## src/rtl/phase_sequencer.sv

```systemverilog
// Phase sequencer: NUM_PHASES non-overlapping strobes per frame. It also sequences
// core reset, handles halt/resume/restart, and drives a retriggerable flush pulse.
module phase_sequencer #(
    parameter int unsigned NUM_PHASES       = 2,
    parameter int unsigned PHASE_TICKS      = 1,
    parameter int unsigned GAP_TICKS        = 1,
    parameter int unsigned INIT_CYCLES      = 2,
    parameter int unsigned FLUSH_TICKS      = 1,
    parameter int unsigned HALT_AT_BOUNDARY = 1,
    parameter int unsigned CNT_W            = 16
) (
    input  logic                  internal_clock,
    input  logic                  reset,
    input  logic                  controller_enable,
    input  logic                  halted,
    input  logic                  resume,
    input  logic                  restart,
    input  logic                  flush_detected,
    output logic [NUM_PHASES-1:0] phase,
    output logic                  cpu_reset,
    output logic                  enable,
    output logic                  flush,
    output logic [1:0]            state,
    output logic [CNT_W-1:0]      frame_count
);

    localparam int unsigned SLOT_TICKS  = PHASE_TICKS + GAP_TICKS;
    localparam int unsigned FRAME_TICKS = NUM_PHASES * SLOT_TICKS;
    localparam int unsigned TICK_W      = (FRAME_TICKS > 1) ? $clog2(FRAME_TICKS) : 1;
    localparam int unsigned INIT_W      = (INIT_CYCLES > 1) ? $clog2(INIT_CYCLES) : 1;
    localparam int unsigned FLUSH_W     = $clog2(FLUSH_TICKS + 1);

    localparam logic [TICK_W-1:0]  TICK_LAST  = TICK_W'(FRAME_TICKS - 1);
    localparam logic [INIT_W-1:0]  INIT_LAST  = INIT_W'(INIT_CYCLES - 1);
    localparam logic [FLUSH_W-1:0] FLUSH_LOAD = FLUSH_W'(FLUSH_TICKS);

    typedef enum logic [1:0] {
        ST_INIT = 2'b00,
        ST_RUN  = 2'b01,
        ST_HALT = 2'b10,
        ST_BAD  = 2'b11
    } state_t;

    state_t                  r_state;
    logic [TICK_W-1:0]       r_tick;
    logic [INIT_W-1:0]       r_init_cnt;
    logic                    r_halt_req;
    logic                    r_restart_req;
    logic [FLUSH_W-1:0]      r_flush_cnt;
    logic                    r_fd_q;
    logic [CNT_W-1:0]        r_frame_count;
    logic [NUM_PHASES-1:0]   r_phase;
    logic                    r_cpu_reset;
    logic                    r_enable;
    logic                    r_flush;

    state_t                  w_state_nxt;
    logic [TICK_W-1:0]       w_tick_nxt;
    logic [INIT_W-1:0]       w_init_nxt;
    logic                    w_halt_req_nxt;
    logic                    w_restart_req_nxt;
    logic [FLUSH_W-1:0]      w_flush_cnt_nxt;
    logic [CNT_W-1:0]        w_frame_nxt;
    logic                    w_fd_rise;
    logic                    w_restart_pend;
    logic                    w_restart_svc;
    logic                    w_tick_last;
    logic                    w_halt_any;

    // Strobe k is high in the first PHASE_TICKS cycles of slot k, only while running and gated.
    function automatic logic [NUM_PHASES-1:0] decode_phase(input state_t st, input logic gate,
                                                           input logic [TICK_W-1:0] tick);
        logic [NUM_PHASES-1:0] v;
        v = '0;
        for (int unsigned k = 0; k < NUM_PHASES; k++) begin
            if ((32'(tick) >= k * SLOT_TICKS) && (32'(tick) < k * SLOT_TICKS + PHASE_TICKS)) begin
                v[k] = 1'b1;
            end
        end
        if ((st != ST_RUN) || !gate) begin
            v = '0;
        end
        return v;
    endfunction

    always_comb begin
        w_fd_rise         = flush_detected & ~r_fd_q;
        w_restart_pend    = r_restart_req | restart;
        w_restart_svc     = w_restart_pend & controller_enable;
        w_tick_last       = (r_tick == TICK_LAST);
        w_halt_any        = r_halt_req | halted;

        w_state_nxt       = r_state;
        w_tick_nxt        = r_tick;
        w_init_nxt        = r_init_cnt;
        w_frame_nxt       = r_frame_count;
        w_restart_req_nxt = w_restart_pend;
        // A simultaneous halt wins over resume, so the request survives.
        w_halt_req_nxt    = halted ? 1'b1 : (resume ? 1'b0 : r_halt_req);
        if (w_fd_rise) begin
            w_flush_cnt_nxt = FLUSH_LOAD;
        end else if (r_flush_cnt != '0) begin
            w_flush_cnt_nxt = r_flush_cnt - FLUSH_W'(1);
        end else begin
            w_flush_cnt_nxt = r_flush_cnt;
        end

        if (w_restart_svc) begin
            w_state_nxt       = ST_INIT;
            w_tick_nxt        = '0;
            w_init_nxt        = '0;
            w_frame_nxt       = '0;
            w_halt_req_nxt    = 1'b0;
            w_restart_req_nxt = 1'b0;
            w_flush_cnt_nxt   = '0;
        end else if (r_state == ST_BAD) begin
            w_state_nxt = ST_INIT;
            w_tick_nxt  = '0;
            w_init_nxt  = '0;
        end else if (controller_enable) begin
            case (r_state)
                ST_INIT: begin
                    if (r_init_cnt == INIT_LAST) begin
                        w_state_nxt = ST_RUN;
                        w_tick_nxt  = '0;
                    end else begin
                        w_init_nxt = r_init_cnt + INIT_W'(1);
                    end
                end
                ST_RUN: begin
                    if (w_tick_last) begin
                        w_frame_nxt = r_frame_count + CNT_W'(1);
                    end
                    w_tick_nxt = w_tick_last ? '0 : r_tick + TICK_W'(1);
                    if (w_halt_any && (w_tick_last || (HALT_AT_BOUNDARY == 0))) begin
                        w_state_nxt = ST_HALT;
                        w_tick_nxt  = '0;
                    end
                end
                ST_HALT: begin
                    if (resume && !halted) begin
                        w_state_nxt = ST_RUN;
                        w_tick_nxt  = '0;
                    end
                end
                default: begin
                    w_state_nxt = ST_INIT;
                end
            endcase
        end
    end

    // Outputs are registered from next-state values; the gate is the sampled controller_enable.
    always_ff @(posedge internal_clock) begin
        if (reset) begin
            r_state       <= ST_INIT;
            r_tick        <= '0;
            r_init_cnt    <= '0;
            r_halt_req    <= 1'b0;
            r_restart_req <= 1'b0;
            r_flush_cnt   <= '0;
            r_fd_q        <= 1'b0;
            r_frame_count <= '0;
            r_phase       <= '0;
            r_cpu_reset   <= 1'b1;
            r_enable      <= 1'b0;
            r_flush       <= 1'b0;
        end else begin
            r_state       <= w_state_nxt;
            r_tick        <= w_tick_nxt;
            r_init_cnt    <= w_init_nxt;
            r_halt_req    <= w_halt_req_nxt;
            r_restart_req <= w_restart_req_nxt;
            r_flush_cnt   <= w_flush_cnt_nxt;
            r_fd_q        <= flush_detected;
            r_frame_count <= w_frame_nxt;
            r_phase       <= decode_phase(w_state_nxt, controller_enable, w_tick_nxt);
            r_cpu_reset   <= (w_state_nxt != ST_RUN) && (w_state_nxt != ST_HALT);
            r_enable      <= 1'b1;
            r_flush       <= (w_flush_cnt_nxt != '0);
        end
    end

    assign phase       = r_phase;
    assign cpu_reset   = r_cpu_reset;
    assign enable      = r_enable;
    assign flush       = r_flush;
    assign state       = r_state;
    assign frame_count = r_frame_count;

endmodule
```

## config.mk

```make
export PLATFORM = sky130hd
export DESIGN_NAME = phase_sequencer
export DESIGN_NICKNAME = d
export VERILOG_FILES = /design/src/rtl/phase_sequencer.sv
export SDC_FILE = /design/constraint.sdc
export NUM_CORES = 1
export LEC_CHECK = 0
export ABC_AREA = 0
export BUFFER_PORTS_ARGS = -buffer_cell sky130_fd_sc_hd__clkbuf_2
export CORE_MARGIN = 2
export CORE_UTILIZATION = 45
export DETAILED_ROUTE_END_ITERATION = 6
export PLACE_DENSITY_LB_ADDON = 0.05
export SLEW_MARGIN = 30
export SYNTH_ARGS = -nofsm -noshare
export SYNTH_HDL_FRONTEND = slang
export SYNTH_SLANG_ARGS = --single-unit
```

## constraint.sdc

```tcl
create_clock -name internal_clock -period 3.2 [get_ports internal_clock]
set_clock_uncertainty 0.2 [all_clocks]
set_input_delay 0.48 -clock internal_clock [delete_from_list [all_inputs] [get_ports internal_clock]]
set_output_delay 0.48 -clock internal_clock [all_outputs]
set_load 0.005 [all_outputs]
```

# After elaboration in Yosys (flattened, before gate mapping)
# Index checks and enable logic that the tools add are counted.
[op_classes] n_addsub=4 mul=0 div=0 n_lt_le_gt_ge=3 n_eq_ne=6 shift=0 n_mux=23 bitwise=6 reduce_logical=14
[op_table] op="$mux W2" count=13
[op_table] op="$add A16 B1 Y16 const B" count=1
[op_table] op="$pmux W2 S3" count=2
[op_table] op="$mux W1" count=8
[op_table] op="$eq A2 B2 Y1 const B" count=3
[op_table] op="$logic_and A1 B1 Y1" count=4
[op_table] op="$reduce_and A4 Y1" count=1
[op_table] op="$reduce_or A2 Y1" count=2
[op_table] op="$reduce_or A3 Y1" count=1
[op_table] op="$add A2 B1 Y2 const B" count=1
[op_table] op="$and A1 B1 Y1" count=2
[op_table] op="$eq A2 B1 Y1 const B" count=1
[op_table] op="$ge A2 B2 Y1 const B" count=1
[op_table] op="$logic_not A1 Y1" count=2
[op_table] op="$logic_not A2 Y1" count=1
[op_table] op="$lt A2 B1 Y1 const B" count=1
[op_table] op="$lt A2 B2 Y1 const B" count=1
[op_table] op="$ne A2 B1 Y1 const B" count=1
[op_table] op="$ne A2 B2 Y1 const B" count=1
[op_table] op="$not A1 Y1" count=2
[op_table] op="$or A1 B1 Y1" count=2
[op_table] op="$reduce_and A2 Y1" count=1
[op_table] op="$reduce_bool A2 Y1" count=1
[op_table] op="$add A1 B1 Y1 const B" count=1
[op_table] op="2 further kinds" count=2
[totals] register_bits=29 latch_bits=0 ramBits=0 mem_bits_ro=0 inputBits=7 out_inout_bits=23 elab_cells=67 mem_count=0

# Logic depth before layout (Yosys ltp)
# Gate-level depths: netlist (run 1).
[depth] ltp_word=10 mapped_depth=8 ltp_nobuf=8

# Worst setup path before layout (run 1)
# No wires, ideal clock.
[synth_path] path_kind="reg-to-reg" start="reg r_tick[0]" end="reg r_frame_count[14] (netlist: frame_count[14])" setup_ns=0.070 t_arrival_ns=1.970 setup_slack_ns=0.960 path_stages_with_launch=7 n_path_buf=1 period_less_slack_ns=2.240 cell_sequence="dfxtp_1 ha_1 nand4b_4 or4_1 buf_2 or4_1 a21oi_1"
[synth_via] elab_chain_cells=2
[synth_rtl] item="start: declaration" line_no="45" text="logic [TICK_W-1:0] r_tick;"
[synth_rtl] item="start signal: assignment" line_no="170" text="r_tick <= w_tick_nxt;"
[synth_rtl] item="$eq A2 B2 Y1" line_no="90" text="w_tick_last = (r_tick == TICK_LAST);"
[synth_rtl] item="$reduce_and A4 Y1 (no line)"
[synth_rtl] item="end signal: assignment" line_no="176" text="r_frame_count <= w_frame_nxt;"
[synth_rtl] item="end: declaration" line_no="51" text="logic [CNT_W-1:0] r_frame_count;"
# Every way passes these cells.
# A chain may end at the register's enable or synchronous reset.

# Final worst setup path (run 1)
# Same ends and word-level chain as after synthesis.

==> qor.yml, run 1 <==
clk_latency_ps: 330
finalCritPeriodShare_pct: 76.5
dp_hpwl_mm: 1.82
wl_per_cell_um: 12.1
rsz0062_at_grt: "false"
synth_edf_count: 0
postPlaceCellArea_um2: 1450
cts_sinks: 29
core_area_um2: 2760
grt_max_degree: 20
antenna_cells: 0
gp_congestion: 0.758
grtUsageTotal_pct: 17.0
cts_max_level: 2
r2r-end: "frame_count[14]"
status: "finished, final reports clean"
syn_inst: 149
hp-class: "in2reg"
fmax_mhz: 408
drc: 0
cts_resized: 0
synth_ff_type: "dfxtp_1"
required_ps: 3270
cts_buffers: 5
crit_arrival_ps: 2520
antenna_found_initial: 0
die_w_um: 57.8
reg2reg_slack_ps: 750
cp-start-kind: "flip-flop"
clockRootBuffer: "clkbuf_4"
final_cell_area_um2: 1500
cts_tree: "yes"
wirelength_mm: 2.55
cts_max_path_buffers: 2
vias: 1132
vias_per_cell: 5.36
synth_nets: 159
peakVddDrop_uv: 326
slew_headroom_pct: 75.7
nNetsFinal: 189
p_leak_uw: 0.000589
row_count: 19
crit_type: "reg2reg"
postRouteAntennaNets: 0
maxCapViolCount: 0
setup_viol: 0
path_clk_slew_ps: 100
crit_end: "frame_count[14]"
reg2reg_from: "r_tick[0]"
overflow: 0
post-route-min-period_ps: 2450
synthArstFlopShare_pct: 0
drive_gt1_share_pct: 23.3
avgSynthCellArea_um2: 8.73
drtIter0Drc: 51
worstMarginPinSlew_ps: 364
fp.dieArea_um2: 3340
synth.distinct_cells: 35
syn_area_um2: 1300
die_height_um: 57.8
power_density_nw_per_um2: 414
critPathLaunch: "r_tick[0]"
grt_pass1_wl_mm: 4.33
io_buffers: 29
hold_violations: 0
ys_seq_area_share_pct: 44.6
end_kind: "flip-flop"
start_util_pct: 47.2
cts_hold_buffers: 0
first_pass_iters: 5
syn2layout_area_growth_pct: 15.6
worstRegToRegCells: 5
first_global_vias: 991
io_pins: 30
slew_viol_final: 0
crit_fanout: 10
setup_tns_ps: 0
ys_ff_latch: 29
post_cts.repair.setup_buffers: 0
yosysWarnings: 0
[registers in the layout, summed over array words and instances (netlist names), 2 cells and up]
signal,cells
r_tick,2
state,2
frame_count,16
phase,2
[area by class of cell]
class	count	area [µm²]
fillers	263	1250
multi-input cells	108	666
flip-flops and latches	29	581
repair buffers	29	145
clock buffers	6	41.3
well taps	31	38.8
inverters	6	22.5
clock inverters	2	10.0
[report_power, final]
part / switching, µW / internal, µW / total [µW] / leakage, µW
sequential: 3.29 / 367 / 370 / 0.000235
combinational: 20.8 / 14.0 / 34.8 / 0.000321
clock: 134 / 83.5 / 217 / 0.0000320
total: 158 / 464 / 622 / 0.000589
[synth_stat cells, types with 3 or more instances]
cell | instances | area, µm²
dfxtp_1 | 29 | 581
nor2_1 | 15 | 56.3
a21oi_1 | 14 | 70.1
nand2_1 | 9 | 33.8
inv_1 | 6 | 22.5
nor3_1 | 6 | 30.0
or3_1 | 6 | 37.5
xnor2_1 | 6 | 52.6
nand3_1 | 5 | 25.0
nor2b_1 | 5 | 31.3
o21ai_0 | 5 | 25.0
or4_1 | 5 | 37.5
or2_2 | 4 | 25.0
ha_1 | 3 | 37.5
o31ai_1 | 3 | 22.5
[cells in the final DEF (no fill, tap or decap), drive strengths merged, types with 6 or more instances in the layout]
cell type  count
or3            6
inv            6
nand2          9
xnor2          6
o21ai          7
a21oi         14
nor2          15
nor3           6
dfxtp         29
clkbuf        35
[worst max-delay path: stages, from the launching register on]
cell      delay, ps
dfxtp_1         380
ha_1            290
nand4b_4        190
or4_1           670
or4_1           500
a21oi_1         150
[how the worst min path moves through the flow]
stage          cells after the start            from     end  slack, ps
2_1_floorplan                      1          r_fd_q   flush        170
3_3_place_gp                       1          r_fd_q   flush        180
3_5_place_dp                       1          r_fd_q   flush        190
4_1_cts                            2  flush_detected  r_fd_q        180
5_1_grt                            2  flush_detected  r_fd_q        180
6_report                           2  flush_detected  r_fd_q        180
[routing by layer]
layer / part of all wire, % / global-route usage [%] / up-vias
met5: 0 / 0 / -
met4: 1.8 / 9.97 / 0
met3: 4.6 / 4.69 / 5
met2: 48 / 26.3 / 27
met1: 45 / 21.1 / 514
li1: - / - / 586
[cell families after synthesis]
group | after synthesis | share of synthesized area (%)
adder cells (fa/ha/maj) | 3 | 2.88
AND/OR/NAND/NOR | 66 | 29.1
AO/OA/AOI/OAI | 32 | 14.4
XOR/XNOR | 7 | 4.71
buffers and inverters | 12 | 4.23
flip-flops | 29 | 44.6
[through the flow]
step	util, %	total power (µW)	cells	worst slack [ps]	hold slack (ps)
3_3_place_gp	52.7	413	203	758	182
2_1_floorplan	-	400	149	960	173
4_1_cts	54.5	627	211	755	178
5_1_grt	54.5	644	211	620	176
6_report	54.5	622	211	751	184
3_5_place_dp	52.7	414	203	705	187
Note: power is estimated with default switching activity, not from simulation.
==> inputs of run 2 (changes only) <==
==> constraint.sdc (replaced) <==
create_clock -name internal_clock -period 2.5 [get_ports internal_clock]
set_clock_uncertainty 0.2 [all_clocks]
set_input_delay 0.375 -clock internal_clock [delete_from_list [all_inputs] [get_ports internal_clock]]
set_output_delay 0.375 -clock internal_clock [all_outputs]
set_load 0.005 [all_outputs]
==> run 2 against run 1 <==
Design area increased by 4.0%; maximum frequency grew 5.3%; clock power up 84%; clock-buffer cell count is 1 higher; highest routed layer unchanged; wire length up 2.7%; worst setup slack worse by 580 ps.
==> qor.yml, run 2 (synthesis gave the netlist of run 1 again) <==
cts_max_path_buffers: 2  # unchanged
syn2layout_area_growth_pct: 20.2
multi_input_area_um2: 669  # +0.56%
setup_tns_ps: 0  # unchanged
slew_headroom_pct: 75.1  # -0.61 points
first_pass_iters: 4  # -1
crit_fanout: 10  # unchanged
postPlaceCellArea_um2: 1480  # +1.6%
hold_path_depth: 2  # unchanged
setup_viol: 0  # unchanged
peakVddDrop_uv: 496  # +52%
start_util_pct: 47.2  # unchanged
antenna_cells: 0  # unchanged
slew_viol_final: 0  # unchanged
path_clk_slew_ps: 90  # about the same
drc: 0  # unchanged
io_pins: 30  # unchanged
setup_ws_ps: 175  # -576 ps
required_ps: 2560  # -710 ps
cts_buffers: 5  # unchanged
power_density_nw_per_um2: 587  # +42%
gp_congestion: 0.814  # +7.4%
grt_max_degree: 20  # unchanged
status: "finished, final reports clean"
clk_latency_ps: 320  # about the same
io_buffers: 29  # unchanged
fp.dieArea_um2: 3340  # unchanged
cts_sinks: 29  # unchanged
fillCellCount: 275  # +4.6%
postRouteAntennaNets: 0  # unchanged
crit_type: "reg2reg"
final_cell_area_um2: 1560  # +4.0%
grtUsageTotal_pct: 18.6  # +1.6 points
cp-start-kind: "flip-flop"
worstMarginPinSlew_ps: 373  # +9.13 ps
dpl_worst_slack_ps: 126  # -579 ps
row_count: 19  # unchanged
die_w_um: 57.8  # unchanged
nNetsFinal: 192  # +1.6%
finalCritPeriodShare_pct: 93.0  # +16 points
dp_hpwl_mm: 1.96  # +7.8%
drtIter0Drc: 41  # -20%
worstRegToRegCells: 5  # unchanged
largest_register_ff_count: 16  # unchanged
core_area_um2: 2760  # unchanged
post-route-min-period_ps: 2320  # -124 ps
fmax_mhz: 430  # +5.3%
cts_max_level: 2  # unchanged
overflow: 0  # unchanged
die_height_um: 57.8  # unchanged
hp-class: "in2reg"
vias: 1166  # +3.0%
antenna_found_initial: 0  # unchanged
grt_pass1_wl_mm: 4.73  # +9.2%
maxCapViolCount: 0  # unchanged
rsz0062_at_grt: "false"
total_power_uw: 918  # +47%
vias_per_cell: 5.45  # +1.6%
cts_hold_buffers: 0  # unchanged
end_kind: "flip-flop"
post_cts.repair.setup_buffers: 0  # unchanged
wl_per_cell_um: 12.3  # +1.2%
hold_violations: 0  # unchanged
final_cell_mix: "29 x dfxtp_1, 29 x clkbuf_2, 15 x nor2_1"
first_global_vias: 1103  # +11%
cts_tree: "yes"
wirelength_mm: 2.62  # +2.7%
crit_arrival_ps: 2380  # -140 ps
drive_gt1_share_pct: 25.1  # +1.8 points
final-seq-area_um2: 581  # unchanged
clockRootBuffer: "clkbuf_4"
cts_resized: 0  # unchanged
p_leak_uw: 0.000618  # +5.0%
==> run 2: per-stage QoR <==
stage	hold WS (ps)	std cells	util [%]
final	94.2	214	56.7
after global routing	68.2	214	56.7
after CTS	81.4	214	56.6
after detailed placement	196	206	53.5
after global placement	183	206	53.5
after floorplan	173	149	-
==> run 2: area by class of cell <==
cell class,instances,area share [%]
repair buffers,32,10.7
multi-input cells,108,42.8
flip-flops and latches,29,37.1
clock inverters,1,1.92
clock buffers,7,3.52
inverters,6,1.44
well taps,31,2.48
==> run 2: report_power, final <==
group	internal (µW)	total [µW]	switching [µW]
clock network	239	399	160
registers	469	474	4.64
logic	18.9	45.2	26.3
total	727	918	191
==> run 2: final timing paths <==
path                           to           start  slack (ps)
hold reg to reg             flush          r_fd_q         200
setup / recovery  frame_count[15]       r_tick[0]         180
setup reg to reg  frame_count[15]       r_tick[0]         180
hold / removal             r_fd_q  flush_detected          90
==> run 2: metal layers <==
metal | GRT usage, % | up-vias | share of wire, % | routed length [µm]
li1 | - | 596 | - | -
met1 | 21.0 | 540 | 41 | 1070
met2 | 31.0 | 23 | 52 | 1370
met3 | 7.14 | 7 | 4.9 | 128
met4 | 8.31 | 0 | 2.1 | 54
met5 | 0 | - | 0 | 0
==> run 2: worst max-delay path, cell delays in order, from the launching register on <==
cell and delay [ps]:
dfxtp_1 370, ha_1 270, nand4b_4 200, or4_4 610, or4_1 480, a21oi_1 140
